--- config.mk ---
export PLATFORM = sky130hd
export DESIGN_NAME = decoder_stage_riscv
export DESIGN_NICKNAME = d
export VERILOG_FILES = /design/src/rtl/decoder_stage_riscv.sv
export SDC_FILE = /design/constraint.sdc
export NUM_CORES = 1
export LEC_CHECK = 0
export ABC_CLOCK_PERIOD_IN_PS = 1900
export BUFFER_PORTS_ARGS = -buffer_cell sky130_fd_sc_hd__buf_2
export CORE_UTILIZATION = 42
export DETAILED_ROUTE_END_ITERATION = 8
export HOLD_SLACK_MARGIN = 0.03
export MAX_ROUTING_LAYER = met4
export PLACE_DENSITY = 0.66
export SLEW_MARGIN = 40
export SYNTH_ARGS = -nofsm -noshare
export SYNTH_HDL_FRONTEND = slang
export SYNTH_SLANG_ARGS = --single-unit
--- constraint.sdc ---
create_clock -name clk_i -period 1.9 [get_ports clk_i]
set_input_delay 0.38 -clock clk_i [delete_from_list [all_inputs] [get_ports clk_i]]
set_output_delay 0.38 -clock clk_i [all_outputs]
set_load 0.05 [all_outputs]
--- src/rtl/decoder_stage_riscv.sv ---
// RV32 registered decode stage: combinational decode of instr_i captured into a
// valid/ready pipeline entry, with an optional 2-entry skid buffer and illegal counter.
module decoder_stage_riscv #(
   parameter int XLEN      = 32,
   parameter int ENABLE_M  = 1,
   parameter int SKID_EN   = 1,
   parameter int ILL_CNT_W = 8
) (
   input  logic                 clk_i,
   input  logic                 arst_n_i,
   input  logic                 in_valid_i,
   output logic                 in_ready_o,
   input  logic [31:0]          instr_i,
   input  logic [XLEN-1:0]      pc_i,
   input  logic                 flush_i,
   output logic                 out_valid_o,
   input  logic                 out_ready_i,
   output logic [31:0]          instr_o,
   output logic [XLEN-1:0]      pc_o,
   output logic [1:0]           ex_op_a_sel_o,
   output logic [2:0]           ex_op_b_sel_o,
   output logic [4:0]           alu_op_o,
   output logic                 mem_req_o,
   output logic                 mem_we_o,
   output logic [2:0]           mem_size_o,
   output logic                 gpr_we_a_o,
   output logic                 wb_src_sel_o,
   output logic                 illegal_instr_o,
   output logic                 branch_o,
   output logic                 jal_o,
   output logic                 jalr_o,
   output logic [ILL_CNT_W-1:0] ill_cnt_o
);

   localparam logic [1:0] OP_A_REGA    = 2'd0;
   localparam logic [1:0] OP_A_CURR_PC = 2'd1;
   localparam logic [1:0] OP_A_ZERO    = 2'd2;
   localparam logic [2:0] OP_B_REGB    = 3'd0;
   localparam logic [2:0] OP_B_IMM_I   = 3'd1;
   localparam logic [2:0] OP_B_IMM_S   = 3'd2;
   localparam logic [2:0] OP_B_IMM_U   = 3'd3;
   localparam logic [2:0] OP_B_INCR    = 3'd4;
   localparam logic [4:0] ALU_ADD      = 5'b00000;
   localparam logic [4:0] ALU_EQ       = 5'b11000;
   localparam logic [2:0] LDST_B       = 3'd0;
   localparam logic       WB_EX_RESULT = 1'b0;
   localparam logic       WB_LSU_DATA  = 1'b1;

   typedef struct packed {
      logic [31:0]     instr;
      logic [XLEN-1:0] pc;
      logic [1:0]      op_a;
      logic [2:0]      op_b;
      logic [4:0]      alu;
      logic            mem_req;
      logic            mem_we;
      logic [2:0]      size;
      logic            gpr_we;
      logic            wb;
      logic            ill;
      logic            br;
      logic            jal;
      logic            jalr;
   } bundle_t;

   function automatic bundle_t rst_bundle();
      bundle_t b;
      b      = '0;
      b.op_a = OP_A_CURR_PC;
      b.op_b = OP_B_IMM_U;
      return b;
   endfunction

   bundle_t                dec;
   bundle_t                main_q, main_d, skid_q, skid_d;
   logic                   main_vld_q, main_vld_d, skid_vld_q, skid_vld_d;
   logic [ILL_CNT_W-1:0]   ill_cnt_q, ill_cnt_d;
   logic                   in_xfer, out_xfer, ill;
   logic [6:0]             opcode, funct7;
   logic [2:0]             funct3;

   assign opcode = instr_i[6:0];
   assign funct3 = instr_i[14:12];
   assign funct7 = instr_i[31:25];

   always_comb begin
      dec       = '0;
      dec.instr = instr_i;
      dec.pc    = pc_i;
      dec.op_a  = OP_A_REGA;
      dec.op_b  = OP_B_REGB;
      dec.alu   = ALU_ADD;
      dec.size  = LDST_B;
      dec.wb    = WB_EX_RESULT;
      ill       = 1'b0;
      if (opcode[1:0] != 2'b11) begin
         ill = 1'b1;
      end else begin
         case (opcode[6:2])
            5'b00000: begin // LOAD
               dec.op_b    = OP_B_IMM_I;
               dec.mem_req = 1'b1;
               dec.gpr_we  = 1'b1;
               dec.wb      = WB_LSU_DATA;
               if (funct3 == 3'd3 || funct3 > 3'd5) ill = 1'b1;
               else dec.size = funct3;
            end
            5'b01000: begin // STORE
               dec.op_b    = OP_B_IMM_S;
               dec.mem_req = 1'b1;
               dec.mem_we  = 1'b1;
               if (funct3 > 3'd2) ill = 1'b1;
               else dec.size = funct3;
            end
            5'b00100: begin // OP-IMM
               dec.op_b   = OP_B_IMM_I;
               dec.gpr_we = 1'b1;
               dec.alu    = {2'b00, funct3};
               if (funct3 == 3'd1 && funct7 != 7'b0000000) ill = 1'b1;
               if (funct3 == 3'd5) begin
                  if (funct7 == 7'b0100000) dec.alu = {2'b01, funct3};
                  else if (funct7 != 7'b0000000) ill = 1'b1;
               end
            end
            5'b01100: begin // OP
               dec.gpr_we = 1'b1;
               dec.alu    = {2'b00, funct3};
               if (funct7 == 7'b0100000 && (funct3 == 3'd0 || funct3 == 3'd5))
                  dec.alu = {2'b01, funct3};
               else if (funct7 == 7'b0000001 && ENABLE_M != 0)
                  dec.alu = {2'b10, funct3};
               else if (funct7 != 7'b0000000)
                  ill = 1'b1;
            end
            5'b01101: begin // LUI
               dec.op_a   = OP_A_ZERO;
               dec.op_b   = OP_B_IMM_U;
               dec.gpr_we = 1'b1;
            end
            5'b00101: begin // AUIPC
               dec.op_a   = OP_A_CURR_PC;
               dec.op_b   = OP_B_IMM_U;
               dec.gpr_we = 1'b1;
            end
            5'b11000: begin // BRANCH
               dec.alu = {2'b11, funct3};
               dec.br  = 1'b1;
               if (funct3 == 3'd2 || funct3 == 3'd3) begin
                  ill     = 1'b1;
                  dec.alu = ALU_EQ;
               end
            end
            5'b11011: begin // JAL
               dec.op_a   = OP_A_CURR_PC;
               dec.op_b   = OP_B_INCR;
               dec.gpr_we = 1'b1;
               dec.jal    = 1'b1;
            end
            5'b11001: begin // JALR
               dec.op_a   = OP_A_CURR_PC;
               dec.op_b   = OP_B_INCR;
               dec.gpr_we = 1'b1;
               dec.jalr   = 1'b1;
               if (funct3 != 3'd0) ill = 1'b1;
            end
            5'b00011: ; // MISC-MEM: fence is a no-op here
            // No CSR support in this core: every SYSTEM encoding takes the trap path.
            5'b11100: ill = 1'b1;
            default:  ill = 1'b1;
         endcase
      end
      if (ill) begin
         dec.mem_req = 1'b0;
         dec.mem_we  = 1'b0;
         dec.gpr_we  = 1'b0;
         dec.br      = 1'b0;
         dec.jal     = 1'b0;
         dec.jalr    = 1'b0;
      end
      dec.ill = ill;
   end

   assign in_ready_o = (SKID_EN != 0) ? !skid_vld_q : (!main_vld_q || out_ready_i);
   assign in_xfer    = in_valid_i && in_ready_o;
   assign out_xfer   = main_vld_q && out_ready_i;

   always_comb begin
      main_d     = main_q;
      main_vld_d = main_vld_q;
      skid_d     = skid_q;
      skid_vld_d = skid_vld_q;
      ill_cnt_d  = ill_cnt_q;
      if (flush_i) begin
         main_vld_d = 1'b0;
         skid_vld_d = 1'b0;
      end else begin
         if (out_xfer && main_q.ill && ill_cnt_q != '1)
            ill_cnt_d = ill_cnt_q + {{(ILL_CNT_W-1){1'b0}}, 1'b1};
         if (!main_vld_q || out_ready_i) begin
            if (skid_vld_q) begin
               main_d     = skid_q;
               main_vld_d = 1'b1;
               skid_vld_d = 1'b0;
            end else begin
               main_vld_d = in_xfer;
               if (in_xfer) main_d = dec;
            end
         end else if (in_xfer && SKID_EN != 0) begin
            // Main is stalled with an entry: park the new one behind it.
            skid_d     = dec;
            skid_vld_d = 1'b1;
         end
      end
   end

   always_ff @(posedge clk_i or negedge arst_n_i) begin
      if (!arst_n_i) begin
         main_q     <= rst_bundle();
         skid_q     <= rst_bundle();
         main_vld_q <= 1'b0;
         skid_vld_q <= 1'b0;
         ill_cnt_q  <= '0;
      end else begin
         main_q     <= main_d;
         skid_q     <= skid_d;
         main_vld_q <= main_vld_d;
         skid_vld_q <= skid_vld_d;
         ill_cnt_q  <= ill_cnt_d;
      end
   end

   assign out_valid_o     = main_vld_q;
   assign instr_o         = main_q.instr;
   assign pc_o            = main_q.pc;
   assign ex_op_a_sel_o   = main_q.op_a;
   assign ex_op_b_sel_o   = main_q.op_b;
   assign alu_op_o        = main_q.alu;
   assign mem_req_o       = main_q.mem_req;
   assign mem_we_o        = main_q.mem_we;
   assign mem_size_o      = main_q.size;
   assign gpr_we_a_o      = main_q.gpr_we;
   assign wb_src_sel_o    = main_q.wb;
   assign illegal_instr_o = main_q.ill;
   assign branch_o        = main_q.br;
   assign jal_o           = main_q.jal;
   assign jalr_o          = main_q.jalr;
   assign ill_cnt_o       = ill_cnt_q;

endmodule
== After elaboration in Yosys (flattened, before gate mapping) ==
Index checks and enable logic that the tools add are counted.

* $lt $le $gt $ge: 2
* Bitwise operators: 2
* $add $sub $neg: 1
* Reductions and logical operators: 29
* Equality and inequality tests: 17
* Mux-type cells: 44

{| class="wikitable"
|+ Operators with widths
! cell !! count
|-
| 85-bit two-way mux || 2
|-
| 1-bit two-way mux || 26
|-
| 17-bit two-way mux || 1
|-
| 5-bit by 4-bit == test with 1-bit output, second input constant || 3
|-
| 5-bit == test, second input constant || 3
|-
| 3-bit two-way mux || 5
|-
| 5-bit case mux with 3 select lines || 1
|-
| 3-bit case mux with 4 select lines || 1
|-
| 5-bit by 3-bit == test with 1-bit output, second input constant || 2
|-
| 5-bit two-way mux || 2
|-
| 8-bit by 1-bit adder with 8-bit output, second input constant || 1
|-
| 4-bit two-way mux || 2
|-
| 8-bit != test, second input constant || 1
|-
| 2-bit OR reduction || 4
|-
| 7-bit by 1-bit == test with 1-bit output, second input constant || 1
|-
| 7-bit by 6-bit == test with 1-bit output, second input constant || 1
|-
| 1-bit case mux with 7 select lines || 1
|-
| 7-bit nonzero test || 1
|-
| 7-bit OR reduction || 1
|-
| 3-bit by 2-bit == test with 1-bit output, second input constant || 2
|-
| 1-bit logical AND || 6
|-
| 3-bit case mux with 2 select lines || 1
|-
| 3-bit AND reduction || 2
|-
| 3-bit nonzero test || 2
|-
| 17 further kinds || 23
|}

* Register bits: 180
* Output and inout port bits: 95
* Bits of input ports: 69

== Logic depth before layout (Yosys ltp) ==
Gate-level depths: netlist of the first run.

* Word-level depth: 11
* Mapped depth: 9
* Mapped depth without buffers: 5

== Worst setup path after synthesis of the first run ==
Ideal clock, no wire load.

* Kind: reg-to-reg
* Start: register main_vld_q (netlist: out_valid_o)
* End: register main_q (netlist bit mem_req_o)
* Setup slack: -0.257 ns
* Data arrival time: 2.081 ns
* Stages on the path, launching flop included: 7
* Setup time: 0.076 ns
* Path through: dfrtp_1 -> nor2b_1 -> or3_1 -> buf_2 -> clkbuf_1 -> or4_1 -> o21ai_1

* Word-level cells in the longest chain between the ends: 3

{| class="wikitable"
|+ Ends and longest elaborated chain
! element !! line !! text
|-
| start, declared || 76 || <nowiki>logic main_vld_q, main_vld_d, skid_vld_q, skid_vld_d;</nowiki>
|-
| start signal, assigned || 226 || <nowiki>main_vld_q <= main_vld_d;</nowiki>
|-
| 1-bit logical NOT || 199 || <nowiki>if (!main_vld_q || out_ready_i) begin</nowiki>
|-
| 1-bit logical OR || 199 ||
|-
| 3-bit AND reduction (no line) || - ||
|-
| end signal, assigned || 218 || <nowiki>main_q <= rst_bundle();</nowiki>
|-
| end signal, assigned || 224 || <nowiki>main_q <= main_d;</nowiki>
|-
| end, declared || 75 || <nowiki>bundle_t main_q, main_d, skid_q, skid_d;</nowiki>
|}

No other way between the ends.
A chain may end at the register's enable or synchronous reset.

== Worst setup path after layout of the first run ==
* Start: register skid_vld_q
* End: output in_ready_o

* Word-level cells in the longest chain between the ends: 1

{| class="wikitable"
|+ Ends and longest elaborated chain
! element !! line !! text
|-
| start, declared || 76 ||
|-
| start signal, assigned || 227 || <nowiki>skid_vld_q <= skid_vld_d;</nowiki>
|-
| 1-bit logical NOT || 183 || <nowiki>assign in_ready_o = (SKID_EN != 0) ? !skid_vld_q : (!main_vld_q || out_ready_i);</nowiki>
|-
| end, declared || 12 || <nowiki>output logic in_ready_o,</nowiki>
|}

No other way between the ends.

==> results.md, run 1 <==
- Outcome: completed
- P per Cell Area: 1080 nW/µm²
- Hpwl dp: 12.0 mm
- Cell variety after synth: 61
- Post-synthesis compound-gate area fraction: 11.2%
- Leakage: 4.63 nW
- XOR/XNOR share of the synthesized area: 0.875%
- Final hold slack: 185 ps
- Synth Area in Simple Gates: 10.9%
- Final wirelength: 17.7 mm
- Placeable Area: 18700 µm²
- Clock skew: 17.8 ps
- Post-synthesis sequential area ratio: 56.3%
- Setup violations, final: 0
- GRT overflow: 0
- Post-CTS setup buffers: 0
- Max-slew violations: 0
- Post-Syn Instances: 713
- Placed Cells: 1106
- Maximum vdd drop: 611 µV
- Post-synth ARST share: 100%
- Vias in the first global route: 5962
- Die Y: 140 µm
- Worst slack, placed: -365 ps
- Endpoint type of the worst setup path: output pin
- Sw Ratio: 33.1%
- Root Buffer: clkbuf_16
- Worst-skew pair later-pin latency: 430 ps
- Synth Area per Inst: 11.2 µm²
- Sequential power share: 44.2%
- #FFs+latches synth: 180
- Post-Syn Area: 8010 µm²
- Mux contribution to synthesized area: 17.5%
- Achievable Freq: 0.551 GHz
- Critical Path AT: 1430 ps
- Area Growth Syn to Fin: 25.3%
- 1st-iter DRT viols: 244
- Main combinational cell family by area after synthesis: multiplexers
- Hold crit path type: primary input to register
- Initial antenna violation count: 2
- Critical path required time: 1520 ps
- CP startpoint kind: register
- Share of cells above drive strength 1: 37.3%
- First-pass GRT wire length: 30.0 mm
- DRC: 0
- Vias/cell: 5.15
- IO Port Bufs: 163
- Comb pwr share: 22.7%
- Hold Vio Cnt, Final: 0
- Final period util: 95.5%
- Mapped Nets: 783
- Row count: 50
- Starting Density: 42.8%
- Ys flop type: dfrtp_1
- NumNets Final: 962
- CTS tree: done
- Yosys warning count: 0
- Crit path kind: register to output pin
- Via Count: 5873
- Die width: 140 µm
- Routed Antenna Nets: 0
- CTS Buffer Depth: 2
- Final Util: 53.7%
- Final cell count without fillers: 1141
- Internal power: 7.28 mW
- Number of synthesized flops with an enable pin: 0
- Largest net degree at the start of global routing: 85
- GRT Util Overall: 19.8%
- Ports: 164
- DR pass1 iterations: 4
- H-tree depth: 4
- Die footprint: 19600 µm²
- Routability congestion estimate: 0.812
- Clock network power share: 33.1%
- Slew headroom: 64.5%
- Final Power: 10.9 mW
- PnR worst setup slack: 85.2 ps
- CTS sink cnt: 180
- Fin crit period: 1810 ps
- Sw power: 3.60 mW
- Worst-Margin Slew: 532 ps
- Wire per inst: 15.5 µm
- Max-cap check violation count: 0
- Adder-Cell Fraction of Synth Area: 0.156%
- Crit path max fanout: 48
- Worst-path clk slew: 60 ps
- Num CTS Buffers: 17
[registers in the layout, indices dropped and copies added (netlist names), 2 cells and up]
| name | cells |
|---|---|
| ex_op_a_sel_o | 2 |
| ex_op_b_sel_o | 3 |
| ill_cnt_o | 8 |
| alu_op_o | 5 |
| pc_o | 32 |
| skid_q | 85 |
| mem_size_o | 3 |
| instr_o | 32 |
[stage by stage]
stage	cell area [µm²]	TNS, ps
floorplan	8040	-132
global route	10000	-12.9
CTS	10000	0
detailed placement	9390	-4100
finish	10000	0
global placement	9390	-3590
[what timing repair did]
action | CTS | global route
endpoints found under the setup margin | 1 | 46
resized for setup | 1 | 6
cloned | 0 | 0
hold buffers | 1 | 0
endpoints found under the hold margin | 33 | 0
[cells by family (layout without fill, tap and decap cells)]
group | count (synthesis) | after routing
compound gates | 148 | 148
xor+xnor | 8 | 8
fa+ha+maj | 1 | 1
buf+inv | 59 | 251
flops | 180 | 180
mux | 132 | 132
other cells | 0 | 2
simple gates | 185 | 185
[final timing paths]
kind                       cells past startpoint        startpoint               end  slack [ps]
max reg2reg                                    4       out_valid_o            jalr_o         120
min in group asynchronous                      2          arst_n_i        skid_q[51]         430
max                                            3        skid_vld_q        in_ready_o          90
min reg2reg                                    2  ex_op_b_sel_o[0]  ex_op_b_sel_o[0]         470
max in group asynchronous                      3          arst_n_i  ex_op_b_sel_o[0]         780
min                                            2           flush_i       out_valid_o         190
[Yosys cell counts (2+ instances only)]
library cell    n  area share, %
o2111ai_1       2           0.22
mux2i_1        66            8.2
nand2_1       104            4.9
a211o_1         2           0.22
nor4_1          2           0.16
nand2b_1        5           0.39
o21a_1          4           0.37
o21ai_0        81            5.1
a31oi_1         3           0.23
inv_1           5           0.23
nor2_1         20           0.94
or3_1           2           0.16
o41ai_1         3           0.33
a2111oi_0       2           0.22
or4_1           7           0.66
a21oi_1        20            1.2
buf_2           5           0.31
mux2_2         66            9.3
o211ai_1        5           0.47
o21ai_1         6           0.37
nor3_1          6           0.37
o31ai_1         7           0.66
dfrtp_1       174             54
and3_1          6           0.47
dfstp_2         6            2.0
and2_1          2           0.16
clkbuf_1       47            2.2
nor2b_1         6           0.47
nand3_1        10           0.62
xor2_1          7           0.77
o41ai_2         2           0.41
[cell usage in the layout, fill, tap and decap left out, types with 6 or more instances in the layout]
cell       Yosys  routed
clkbuf_16      0      17
a21oi_1       20      20
buf_4          0      43
nand2_1      104     104
o21ai_1        6       6
buf_2          5     161
and3_1         6       6
dfrtp_1      174     172
xor2_1         7       7
nand3_1       10       9
mux2i_1       66      66
or4_1          7       7
dfstp_2        6       6
o21ai_0       81      81
nor2_1        20      20
mux2_2        66      66
o31ai_1        7       7
[power by group through the flow]
stage	clock network (mW)	logic (mW)	registers [mW]
2_1_floorplan	0	0.775	5.84
3_3_place_gp	0	2.46	4.85
3_5_place_dp	0	2.49	4.88
4_1_cts	3.71	2.50	4.81
5_1_grt	3.83	2.66	4.90
6_report	3.60	2.47	4.81
[metal layers]
metal  GRT usage, %  share of wire [%]  vias up
met5              -                  0        -
met4           5.38               0.84        0
met3           5.54                6.0        9
met2           31.1                 47      127
met1           25.2                 46     2849
li1               -                  -     2888
[worst max-delay path, stage by stage (launching register included)]
cell and delay (ps):
dfrtp_4 520, buf_16 210, inv_2 100, buf_6 160
[cell type report]
type                    count  area, µm²
diodes                      2       5.00
well taps                 234        293
repair buffers            214       1290
clock buffers              18        439
flip-flops and latches    180       4520
fillers                  1680       8670
inverters                   5       18.8
clock inverters            14        168
multi-input cells         474       3310
Note: power is estimated with default switching activity, not from simulation.
==> inputs of run 2 (changes only) <==
- ABC_CLOCK_PERIOD_IN_PS: 1900 -> 2150
- PLACE_DENSITY: 0.66 -> default
- clock period: 1.9 -> 2.15 ns (I/O delays scaled with it)
==> results.md, run 2 (synthesis results as in run 1) <==
- Final Util: 53.1% (-0.60 points)
- Via Count: 5928 (+0.94%)
- Num CTS Buffers: 17 (unchanged)
- Reg2reg end: jalr_o
- Die Y: 140 µm (unchanged)
- DRC: 0 (unchanged)
- P per Cell Area: 977 nW/µm² (-9.8%)
- Final wirelength: 19.2 mm (+8.6%)
- Crit path max fanout: 43 (-10%)
- CTS sink cnt: 180 (unchanged)
- R2R depth: 5 (+1)
- Ant diodes: 0 (-2)
- Worst Hold Depth: 2 (unchanged)
- Max-cap check violation count: 0 (unchanged)
- Placeable Area: 18700 µm² (unchanged)
- Worst-path clk slew: 60 ps (about the same)
- Die footprint: 19600 µm² (unchanged)
- Routed Antenna Nets: 0 (unchanged)
- Achievable Freq: 0.490 GHz
- Final period util: 94.9%
- Outcome: completed
- Placed Cells: 1092 (-1.3%)
- CTS tree: done
- Root Buffer: clkbuf_16
- DR pass1 iterations: 6 (+2)
- 1st-iter DRT viols: 280 (+15%)
- Starting Density: 42.8% (unchanged)
- Final cell count without fillers: 1126 (-1.3%)
- Largest reg by FF count: skid_q
- GRT overflow: 0 (unchanged)
- Hold_sp: out_ready_i
- Clock skew: 7.15 ps (-10.7 ps)
- Worst-skew pair later-pin latency: 420 ps (about the same)
- TNS Setup: 0 ps (unchanged)
- Routability congestion estimate: 0.800 (-1.5%)
- Reg-to-reg startpoint: out_valid_o
- IO Port Bufs: 163 (unchanged)
- Endpoint type of the worst setup path: output pin
- RSZ-0062 raised after global routing: no
- Initial antenna violation count: 0 (-2)
- Worst-Margin Slew: 597 ps (+65.3 ps)
- Fin crit period: 2040 ps
- Die width: 140 µm (unchanged)
- GRT Util Overall: 20.8% (+0.92 points)
- Vias in the first global route: 6077 (+1.9%)
- Max reg flops: 85 (unchanged)
- Hpwl dp: 13.2 mm (+9.5%)
- Crit path kind: register to output pin
- Row count: 50 (unchanged)
- Area Growth Syn to Fin: 23.9%
- R2R Setup Slk: 200 ps (+80 ps)
- Hold Vio Cnt, Final: 0 (unchanged)
- Maximum vdd drop: 574 µV (-6.0%)
- CTS Buffer Depth: 2 (unchanged)
- Commonest non-fill, non-tap cell in the layout: dfrtp_1
- Commonest cells after routing, fill and taps aside: dfrtp_1, buf_2, nand2_1
- Leakage: 4.58 nW (-1.2%)
- H-tree depth: 4 (unchanged)
- Critical path required time: 1720 ps (+200 ps)
- Max-slew violations: 0 (unchanged)
- Largest net degree at the start of global routing: 86 (+1.2%)
- First-pass GRT wire length: 31.0 mm (+3.3%)
- Wire per inst: 17.1 µm (+10%)
- Ports: 164 (unchanged)
- Vias/cell: 5.26 (+2.3%)
- Slew headroom: 60.2% (-4.4 points)
- Share of cells above drive strength 1: 35.5% (-1.8 points)
- NumNets Final: 949 (-1.4%)
- Critical Path AT: 1610 ps (+180 ps)
- Hold crit path type: primary input to register
- Setup violations, final: 0 (unchanged)
- CP startpoint kind: register
- Worst hold path endpoint: skid_vld_q
- Final Power: 9.70 mW (-11%)
==> run 2: final cells by class <==
| type | instances | area (µm²) |
|---|---|---|
| fill | 1677 | 8780 |
| sequential | 180 | 4520 |
| multi-input combinational | 474 | 3290 |
| timing repair buffer | 201 | 1200 |
| clock buffer | 25 | 495 |
| tap | 234 | 293 |
| clock inverter | 7 | 120 |
| inverter | 5 | 18.8 |
==> run 2: metal layers <==
metal | global-route usage, % | vias to the layer above | share of wire (%)
li1 | - | 2845 | -
met1 | 25.6 | 2935 | 46
met2 | 33.4 | 140 | 48
met3 | 5.68 | 8 | 5.0
met4 | 6.02 | 0 | 1.1
met5 | - | - | 0
==> run 2: where the power goes <==
part | total [mW] | internal [mW] | switching, mW
clock network | 3.24 | 1.96 | 1.28
logic | 2.18 | 0.683 | 1.50
registers | 4.27 | 3.96 | 0.313
==> run 2: how the worst max path moves through the flow <==
stage / start / to
floorplan: out_valid_o / mem_req_o
global placement: instr_i[27] / mem_we_o
detailed placement: instr_i[27] / skid_q[10]
CTS: skid_vld_q / in_ready_o
global route: skid_vld_q / in_ready_o
finish: skid_vld_q / in_ready_o
==> run 2: metrics by stage <==
stage               area [µm²]  hold WS (ps)  worst slack [ps]
floorplan                 8010           134              85.4
global placement          9270           442              -104
detailed placement        9270           452              -161
CTS                       9890           204              22.6
global route              9930           213              41.2
finish                    9930           223               109
==> run 2: critical path, stage by stage (launching register included) <==
cell and delay [ps]:
dfrtp_4 540, buf_16 240, inv_1 120, buf_2 280
==> run 2: repair_timing <==
action	CTS	global route
endpoints found under the hold margin	48	0
buffers inserted	0	0
resized for setup	0	1
hold buffers	1	0
endpoints found under the setup margin	0	1
==> inputs of run 3 (changes only) <==
- ABC_AREA: default -> 1
- ABC_CLOCK_PERIOD_IN_PS: 2150 -> 1700
- PLACE_DENSITY: default -> 0.67
- clock period: 2.15 -> 1.7 ns (I/O delays scaled with it)
==> results.md, run 3 <==
- Outcome: completed
- Number of synthesized flops with an enable pin: 0 (unchanged)
- Share of the synthesized area in the top cell type: 54.1% (-0.24 points)
- Post-CTS setup buffers: 0 (unchanged)
- Dominant cell type by area after synthesis: dfrtp_1
- Final Power: 12.1 mW (+24%)
- Vias in the first global route: 6229 (+2.5%)
- Worst-skew pair later-pin latency: 420 ps (about the same)
- Cells taking the most area after synthesis: dfrtp_1, nand2_1, o21ai_0
- Area Growth Syn to Fin: 23.3%
- CP max stage cell: dfrtp_2
- 1st-iter DRT viols: 450 (+61%)
- Most common cell in the synthesized netlist: nand2_1
- Hpwl dp: 12.9 mm (-2.4%)
- Worst Path Buf+Inv: 0 (-3)
- Max-cap check violation count: 0 (unchanged)
- Clock skew: 7.96 ps (+0.804 ps)
- Sw Ratio: 36.0% (+4.0 points)
- Leakage: 5.29 nW (+16%)
- Via Count: 6759 (+14%)
- Placeable Area: 18800 µm² (+0.33%)
- Hold_sp: pc_i[19]
- RSZ-0062 raised after global routing: no
- Routability congestion estimate: 0.927 (+16%)
- Starting Density: 42.9% (+0.044 points)
- Slowest stage delay, CP: 400 ps (-140 ps)
- Critical Path AT: 1880 ps (+270 ps)
- Post-synthesis sequential area ratio: 56.1% (-0.25 points)
- Sw power: 4.33 mW (+40%)
- First-pass GRT wire length: 31.5 mm (+1.9%)
- Worst-Margin Slew: 567 ps (-30.9 ps)
- NumNets Final: 1211 (+28%)
- #FFs+latches synth: 180 (unchanged)
- Post-synth ARST share: 100% (unchanged)
- Root Buffer: clkbuf_16
- CTS sink cnt: 180 (unchanged)
- Post-Syn Instances: 966 (+35%)
- Hold Vio Cnt, Final: 0 (unchanged)
- Reg2reg end: ill_cnt_o[7]
- Mapped Nets: 1036 (+32%)
- Critical path required time: 2010 ps (+290 ps)
- GRT overflow: 0 (unchanged)
- CTS tree: done
- Worst path cell trace: ha_1 -> nand3_1 -> nor3_2 -> nand3_1 -> nand2_2 -> mux2_2
- Crit path top cell by count: nand3_1
- Post-placement cell area: 9370 µm² (+1.1%)
- Commonest cells after routing, fill and taps aside: nand2_1, dfrtp_1, buf_2
- Crit path max-delay family: simple AND/OR/NAND/NOR gates
- Worst Hold Depth: 3 (+1)
- Reg-to-reg startpoint: ill_cnt_o[0]
- Achievable Freq: 0.635 GHz
- R2R depth: 6 (+1)
- CP startpoint kind: register
- Setup violations, final: 0 (unchanged)
- Die width: 140 µm (+0.21%)
- Row count: 50 (unchanged)
- Crit path kind: register to register
- Fin crit period: 1570 ps
- Post-Syn Area: 8050 µm² (+0.44%)
- Share of cells above drive strength 1: 23.7% (-12 points)
- Cell variety after synth: 28 (-54%)
- Worst hold path endpoint: skid_q[40]
- Critical Path Start: ill_cnt_o[0]
- Max-slew violations: 0 (unchanged)
- Vias/cell: 4.87 (-7.5%)
- Sequential power share: 44.9% (+0.8 points)
- DR pass1 iterations: 5 (-1)
- Initial antenna violation count: 0 (unchanged)
- Final hold slack: 165 ps (-57.9 ps)
- Maximum vdd drop: 714 µV (+24%)
- DRC: 0 (unchanged)
- Wire per inst: 13.6 µm (-20%)
- Final period util: 92.6%
- Comb pwr share: 24.9% (+2.4 points)
- R2R Setup Slk: 130 ps (-70 ps)
- Ys flop type: dfrtp_1
- Worst-path clk slew: 70 ps (about the same)
- Largest net degree at the start of global routing: 144 (+67%)
- GRT Util Overall: 20.8% (+0.063 points)
- Commonest non-fill, non-tap cell in the layout: nand2_1
- Die Y: 140 µm (+0.21%)
- Synth top cells by count: nand2_1, dfrtp_1, o21ai_0
- Endpoint type of the worst setup path: register
- Synth Area per Inst: 8.33 µm² (-26%)
- Routed Antenna Nets: 0 (unchanged)
- Ant diodes: 0 (unchanged)
- Hold crit path type: primary input to register
- Crit path max fanout: 6 (-86%)
- CTS Buffer Depth: 2 (unchanged)
- H-tree depth: 4 (unchanged)
- P per Cell Area: 1210 nW/µm² (+24%)
- Final wirelength: 18.9 mm (-1.8%)
- Post-route cell area: 9920 µm² (about the same)
- IO Port Bufs: 163 (unchanged)
- Internal power: 7.72 mW (+17%)
- Ports: 164 (unchanged)
- Max reg flops: 85 (unchanged)
- Clock network power share: 30.2% (-3.2 points)
- Largest reg by FF count: skid_q
- Slew headroom: 62.2% (+2.1 points)
- Die footprint: 19700 µm² (+0.43%)
- Num CTS Buffers: 17 (unchanged)
- Yosys warning count: 0 (unchanged)
[run 3: cell count changes in the layout (fill, tap and decap cells not counted), sizes merged, moves of 8 or more]
cell / change
nor2: +29
or4: -8
buf: +10
mux2i: -66
inv: +82
clkbuf: -8
nand3: +19
nand2: +188
mux2: -64
o21ai: +139
[run 3: area by class of cell]
class	count	area (µm²)
timing repair buffer	210	1300
sequential	180	4520
fill	1803	8850
tap	234	293
inverter	83	322
clock inverter	14	105
multi-input combinational	649	2950
clock buffer	18	429
[run 3: power groups by stage]
stage | clock [mW] | sequential [mW] | combinational (mW)
after floorplan | 0 | 6.70 | 0.891
after global placement | 0 | 5.47 | 2.98
after detailed placement | 0 | 5.48 | 3.03
after CTS | 3.71 | 5.41 | 3.03
after global routing | 3.92 | 5.50 | 3.27
final | 3.64 | 5.41 | 3.00
[run 3: cell families (layout without fill, tap and decap cells)]
kind of cell | count (synthesis) | after routing | share of synthesized area [%]
AO/OA/AOI/OAI | 254 | 254 | 16.2
buffers and inverters | 137 | 325 | 7.29
flip-flops | 180 | 180 | 56.1
multiplexers | 2 | 2 | 0.280
AND/OR/NAND/NOR | 385 | 385 | 19.2
XOR/XNOR | 7 | 7 | 0.762
adder cells (fa/ha/maj) | 1 | 1 | 0.155
[run 3: how the worst max path moves through the flow]
stage,to,slack (ps),depth (start not counted)
2_1_floorplan,skid_q[10],-20,11
3_3_place_gp,mem_we_o,-60,12
3_5_place_dp,jalr_o,-60,12
4_1_cts,instr_o[5],100,7
5_1_grt,instr_o[1],10,7
6_report,ill_cnt_o[7],130,6
[run 3: timing repair]
| action | in CTS | in global routing |
|---|---|---|
| hold buffers | 1 | 0 |
| endpoints found under the setup margin | 0 | 36 |
| hold endpoints to repair | 19 | 0 |
| gates resized for setup | 0 | 2 |
[run 3: worst reg2reg max path, stage by stage, from the launching register on]
cell and delay, ps:
dfrtp_2 400, ha_1 170, nand3_1 90, nor3_2 170, nand3_1 130, nand2_2 150, mux2_2 350
[run 3: routing by layer]
metal,up-vias,wire [µm],track usage [%]
met5,-,0,-
met4,0,274,6.25
met3,18,877,4.34
met2,161,8340,30.5
met1,3121,9380,29.1
li1,3459,-,-
[run 3: stage by stage]
stage,setup TNS [ps],worst slack (ps),instances,utilization (%)
5_1_grt,0,12.1,1388,52.9
2_1_floorplan,-1400,-24.5,966,-
3_3_place_gp,-385,-61.2,1355,49.9
3_5_place_dp,-436,-58.4,1355,49.9
6_report,0,125,1388,52.9
4_1_cts,0,104,1388,52.8
